File: config.mk
export PLATFORM = sky130hd
export DESIGN_NAME = hier_cnt_seq
export DESIGN_NICKNAME = d
export VERILOG_FILES = /design/src/rtl/hier_cnt_pkg.sv /design/src/rtl/hier_cnt_next.sv /design/src/rtl/hier_cnt_seq.sv
export SDC_FILE = /design/constraint.sdc
export NUM_CORES = 1
export LEC_CHECK = 0
export ABC_AREA = 1
export BUFFER_PORTS_ARGS = -buffer_cell sky130_fd_sc_hd__buf_2
export CORE_ASPECT_RATIO = 0.7
export CORE_UTILIZATION = 54
export DETAILED_ROUTE_END_ITERATION = 8
export PLACE_DENSITY = 0.92
export SETUP_SLACK_MARGIN = 0.1
export SYNTH_ARGS = -nofsm -noshare
export SYNTH_HDL_FRONTEND = slang
export SYNTH_SLANG_ARGS = --single-unit
File: constraint.sdc
create_clock -name clk_i -period 3 [get_ports clk_i]
set_input_delay 0.15 -clock clk_i [delete_from_list [all_inputs] [get_ports clk_i]]
set_output_delay 0.15 -clock clk_i [all_outputs]
set_load 0.005 [all_outputs]
File: src/rtl/hier_cnt_pkg.sv
// Shared types and constants for the two-level cascaded counter.
package hier_cnt_pkg;

   typedef enum logic {
      CNT_WRAP = 1'b0,
      CNT_SAT  = 1'b1
   } cnt_mode_t;

   localparam logic ZERO = 1'b0;
   localparam logic ONE  = 1'b1;

   localparam int LSB_W_DEF   = 12;
   localparam int MSB_W_DEF   = 3;
   localparam int LSB_MAX_DEF = 3999;

endpackage

File: src/rtl/hier_cnt_next.sv
// Combinational next-count for the LSB/MSB cascade, applied only when enabled.
module hier_cnt_next
   import hier_cnt_pkg::cnt_mode_t, hier_cnt_pkg::CNT_WRAP, hier_cnt_pkg::CNT_SAT,
          hier_cnt_pkg::ZERO, hier_cnt_pkg::ONE,
          hier_cnt_pkg::LSB_W_DEF, hier_cnt_pkg::MSB_W_DEF, hier_cnt_pkg::LSB_MAX_DEF;
#(
   parameter int        LSB_W   = LSB_W_DEF,
   parameter int        MSB_W   = MSB_W_DEF,
   parameter int        LSB_MAX = LSB_MAX_DEF,
   parameter cnt_mode_t MODE    = CNT_WRAP
) (
   input  logic [LSB_W-1:0] lsb,
   input  logic [MSB_W-1:0] msb,
   input  logic             en,
   output logic [LSB_W-1:0] lsb_nxt,
   output logic [MSB_W-1:0] msb_nxt,
   output logic             wrap,
   output logic             ovf,
   output logic             err
);

   localparam logic [LSB_W-1:0] LSB_TERM = LSB_W'(LSB_MAX);

   always_comb begin
      lsb_nxt = lsb;
      msb_nxt = msb;
      wrap    = ZERO;
      ovf     = ZERO;
      err     = ZERO;
      if (en) begin
         if (lsb < LSB_TERM) begin
            lsb_nxt = lsb + LSB_W'(1);
         end else if (lsb == LSB_TERM) begin
            if (!(&msb)) begin
               lsb_nxt = '0;
               msb_nxt = msb + MSB_W'(1);
               wrap    = ONE;
            end else if (MODE == CNT_SAT) begin
               // Saturated: both fields pinned at their maxima, only overflow reported.
               ovf     = ONE;
            end else begin
               lsb_nxt = '0;
               msb_nxt = '0;
               wrap    = ONE;
               ovf     = ONE;
            end
         end else begin
            err = ONE;
         end
      end
   end

endmodule

File: src/rtl/hier_cnt_seq.sv
// Registered LSB/MSB cascaded counter with clear/load priority and sticky range error.
module hier_cnt_seq
   import hier_cnt_pkg::cnt_mode_t, hier_cnt_pkg::CNT_WRAP,
          hier_cnt_pkg::ZERO, hier_cnt_pkg::ONE,
          hier_cnt_pkg::LSB_W_DEF, hier_cnt_pkg::MSB_W_DEF, hier_cnt_pkg::LSB_MAX_DEF;
#(
   parameter int        LSB_W   = LSB_W_DEF,
   parameter int        MSB_W   = MSB_W_DEF,
   parameter int        LSB_MAX = LSB_MAX_DEF,
   parameter cnt_mode_t MODE    = CNT_WRAP
) (
   input  logic             clk_i,
   input  logic             rst_i,
   input  logic             en_i,
   input  logic             clr_i,
   input  logic             load_i,
   input  logic [LSB_W-1:0] load_lsb_i,
   input  logic [MSB_W-1:0] load_msb_i,
   input  logic             err_clr_i,
   output logic [LSB_W-1:0] lsb_cnt_o,
   output logic [MSB_W-1:0] msb_cnt_o,
   output logic             lsb_wrap_o,
   output logic             msb_ovf_o,
   output logic             lsb_cnt_err_o
);

   if (longint'(LSB_MAX) > ((longint'(1) << LSB_W) - 1)) begin : g_bad_lsb_max
      $error("LSB_MAX does not fit in LSB_W bits");
   end

   logic [LSB_W-1:0] lsb_nxt;
   logic [MSB_W-1:0] msb_nxt;
   logic             wrap_nxt;
   logic             ovf_nxt;
   logic             err_nxt;
   logic             err_set;

   hier_cnt_next #(
      .LSB_W   (LSB_W),
      .MSB_W   (MSB_W),
      .LSB_MAX (LSB_MAX),
      .MODE    (MODE)
   ) u_next (
      .lsb     (lsb_cnt_o),
      .msb     (msb_cnt_o),
      .en      (en_i),
      .lsb_nxt (lsb_nxt),
      .msb_nxt (msb_nxt),
      .wrap    (wrap_nxt),
      .ovf     (ovf_nxt),
      .err     (err_nxt)
   );

   // Clear and load pre-empt the increment, so they cannot raise an error.
   assign err_set = err_nxt & ~clr_i & ~load_i;

   always_ff @(posedge clk_i or posedge rst_i) begin
      if (rst_i) begin
         lsb_cnt_o     <= '0;
         msb_cnt_o     <= '0;
         lsb_wrap_o    <= ZERO;
         msb_ovf_o     <= ZERO;
         lsb_cnt_err_o <= ZERO;
      end else begin
         lsb_wrap_o <= ZERO;
         msb_ovf_o  <= ZERO;
         if (clr_i) begin
            lsb_cnt_o <= '0;
            msb_cnt_o <= '0;
         end else if (load_i) begin
            lsb_cnt_o <= load_lsb_i;
            msb_cnt_o <= load_msb_i;
         end else begin
            lsb_cnt_o  <= lsb_nxt;
            msb_cnt_o  <= msb_nxt;
            lsb_wrap_o <= wrap_nxt;
            msb_ovf_o  <= ovf_nxt;
         end
         if (err_set) begin
            lsb_cnt_err_o <= ONE;
         end else if (err_clr_i) begin
            lsb_cnt_err_o <= ZERO;
         end
      end
   end

endmodule

==> flow_summary.toml <==
[pwr]
ir_drop_mv = 0.250
p_per_area_mw_per_mm2 = 340
p_comb_share_pct = 20.6
leakage_nw = 0.832
power.share.clock_pct = 23.7
sw_frac_of_total_pct = 30.7
p_sw_mw = 0.155
pwr-share-seq_pct = 55.8
intPower_mw = 0.349

[floorplanning]
start_util_pct = 57.8
ios = 39
die_w_um = 59.7
die_h_um = 42.4
dieArea_mm2 = 0.00253
num_rows = 14
core_mm2 = 0.00217

[detailed_routing]
ant_nets = 0
dr.pass1.iters = 4
via_per_inst = 4.98
vias = 1286
drc = 0
routed_wl_um = 2950
drt-initial-drc-count = 71
post_drt_wl_per_cell_um = 11.4

[yosys]
async_reset_ff_share_pct = 100
synth-edff-count = 0
ys_seq_area_share_pct = 35.9
synth_flop_cell = "dfrtp_1"
synth_fp_nets = 214
synth_warnings = 0
synth_area_mm2 = 0.00126
syn_inst = 190
postSynthAreaPerCell_um2 = 6.61
ys_seq_elements = 18
synth_cell_types = 27

[global_routing]
grt_pass1_vias = 1131
grt_max_degree = 19
grt_usage_pct = 26.4
grt_pass1_wl_um = 4940
grt-ovfl-total = 0
antenna_found_initial = 0

[place]
hpwl_um = 2250
gp_congestion = 0.946
port_buffers = 38

[setup_path]
path_cells = "nand2_1 -> nor2_4 -> nand2_2 -> a21oi_4 -> nor2_2 -> nand2_1 -> nand2_1"
cp-end-kind = "flop"
crit_fanout = 13
cp-start-kind = "flop"
critPathArrivalTime_ns = 1.87
max_stage_delay_ns = 0.48
critPathKind = "reg -> reg"
required_ns = 3.19
critical_path.top_delay_family = "simple AND/OR/NAND/NOR gates"
crit_top_cell = "nand2_1"
cp_num_buf_inv = 0
cpMaxStageDelayCell = "dfrtp_1"

[sta]
finalHoldViolCount = 0
final.setup_skew_ns = 0.00290
fin_crit_ns = 1.68
worst_hold_slack_ns = 0.0407
setup_tns_ns = 0
timing.fmax_ghz = 0.594
worst_slew_pin_slew_ns = 0.668
rsz0062_at_grt = "false"
drv_slew = 0
setup_violations = 0
slew_headroom_pct = 55.4
final.period_utilization_pct = 56.1

[layout]
final_layout_size_suffix_gt1_share_pct = 24.3
antenna_cells = 0
syn2layout_area_growth_pct = 17.9
layout.nets = 252
fillers = 207

[cts]
cts.repair.resized = 0
cts_num_sinks = 18
post-cts-setup-buffers = 0
clkTransAtPathRegs_ns = 0.10
cts-htree-levels = 1
cts_buffers = 3
cts_buffer_depth = 2
clkLatencyLatePin_ns = 0.29
ctsRootBufferMaster = "clkbuf_4"
tritoncts = "built"

[job]
max_cap_violations = 0

[worst_hold_path]
hold_path.class = "in -> reg"

[run_status]
outcome = "completed"
[cell type report]
| class | instances | area, um^2 | share of cell area, % |
|---|---|---|---|
| tap | 32 | 40.0 | 2.70 |
| sequential | 18 | 450 | 30.4 |
| clock buffer | 3 | 22.5 | 1.52 |
| inverter | 21 | 78.8 | 5.32 |
| timing repair buffer | 39 | 200 | 13.5 |
| multi-input combinational | 145 | 689 | 46.5 |
[metrics by stage]
step / utilization [%] / cell area, um^2 / total power, mW / std cells / setup WS (ns)
2_1_floorplan: - / 1260 / 0.346 / 190 / 1.61
3_3_place_gp: 66.7 / 1450 / 0.383 / 254 / 1.42
3_5_place_dp: 66.7 / 1450 / 0.388 / 254 / 1.36
4_1_cts: 68.2 / 1480 / 0.504 / 258 / 1.34
5_1_grt: 68.2 / 1480 / 0.536 / 258 / 1.16
6_report: 68.2 / 1480 / 0.503 / 258 / 1.32
[what timing repair did]
action,in CTS,in global routing
setup endpoints to repair,0,0
hold buffers,1,0
hold endpoints to repair,18,0
[layout by cell type (no fill, tap or decap), types with 4 or more instances in the layout]
| cell type | Yosys | layout |
|---|---|---|
| nor2_1 | 6 | 6 |
| o21ai_0 | 11 | 11 |
| buf_2 | 3 | 38 |
| nand2_1 | 94 | 94 |
| dfrtp_1 | 18 | 18 |
| inv_1 | 18 | 18 |
| nor2_2 | 5 | 5 |
| nand4_1 | 4 | 4 |
| nand3_1 | 8 | 8 |
[path summary, 6_finish.rpt]
check / cells after the start / to / slack [ns] / from
setup reg to reg: 7 / lsb_cnt_o[1] / 1.32 / lsb_cnt_o[8]
min in group asynchronous: 3 / msb_cnt_o[0] / 0.52 / rst_i
max in group asynchronous: 3 / lsb_cnt_o[3] / 2.06 / rst_i
hold reg to reg: 2 / lsb_cnt_err_o / 0.55 / lsb_cnt_err_o
hold / removal: 2 / lsb_cnt_err_o / 0.04 / err_clr_i
setup / recovery: 7 / lsb_cnt_o[1] / 1.32 / lsb_cnt_o[8]
[cells by family (layout without fill, tap and decap cells)]
logic type	after synthesis	in the layout	synth area share, %
flops	18	18	35.9
compound gates	16	16	8.27
fa+ha+maj	3	3	2.99
simple gates	123	123	41.5
buf+inv	27	63	9.26
xor+xnor	3	3	2.09
[per-layer routing]
layer	wire length, um	GRT usage, %	up-vias
met5	0	0	-
met4	59	11.2	0
met3	294	6.48	8
met2	1230	37.3	72
met1	1370	38.1	544
li1	-	-	662
[power by group through the flow]
stage	clock, mW	combinational [mW]	sequential (mW)
3_5_place_dp	0	0.102	0.285
3_3_place_gp	0	0.0997	0.284
4_1_cts	0.120	0.104	0.280
2_1_floorplan	0	0.0666	0.279
6_report	0.119	0.104	0.281
5_1_grt	0.132	0.120	0.283
[registers in the layout, indices dropped and copies added (netlist names)]
name,cells
lsb_cnt_err_o,1
lsb_cnt_o,12
lsb_wrap_o,1
msb_cnt_o,3
msb_ovf_o,1
[cells in the mapped netlist (2+ instances only)]
cell / n / share of area (%)
inv_2: 2 / 0.60
xnor2_1: 2 / 1.4
dfrtp_1: 18 / 36
nor2_2: 5 / 2.5
inv_1: 18 / 5.4
buf_2: 3 / 1.2
o21ai_0: 11 / 4.4
nor2_1: 6 / 1.8
nand3_1: 8 / 3.2
nand2_2: 2 / 1.0
ha_1: 3 / 3.0
nand4_1: 4 / 2.0
nand2_1: 94 / 28
(Power assumes the default switching activity.)
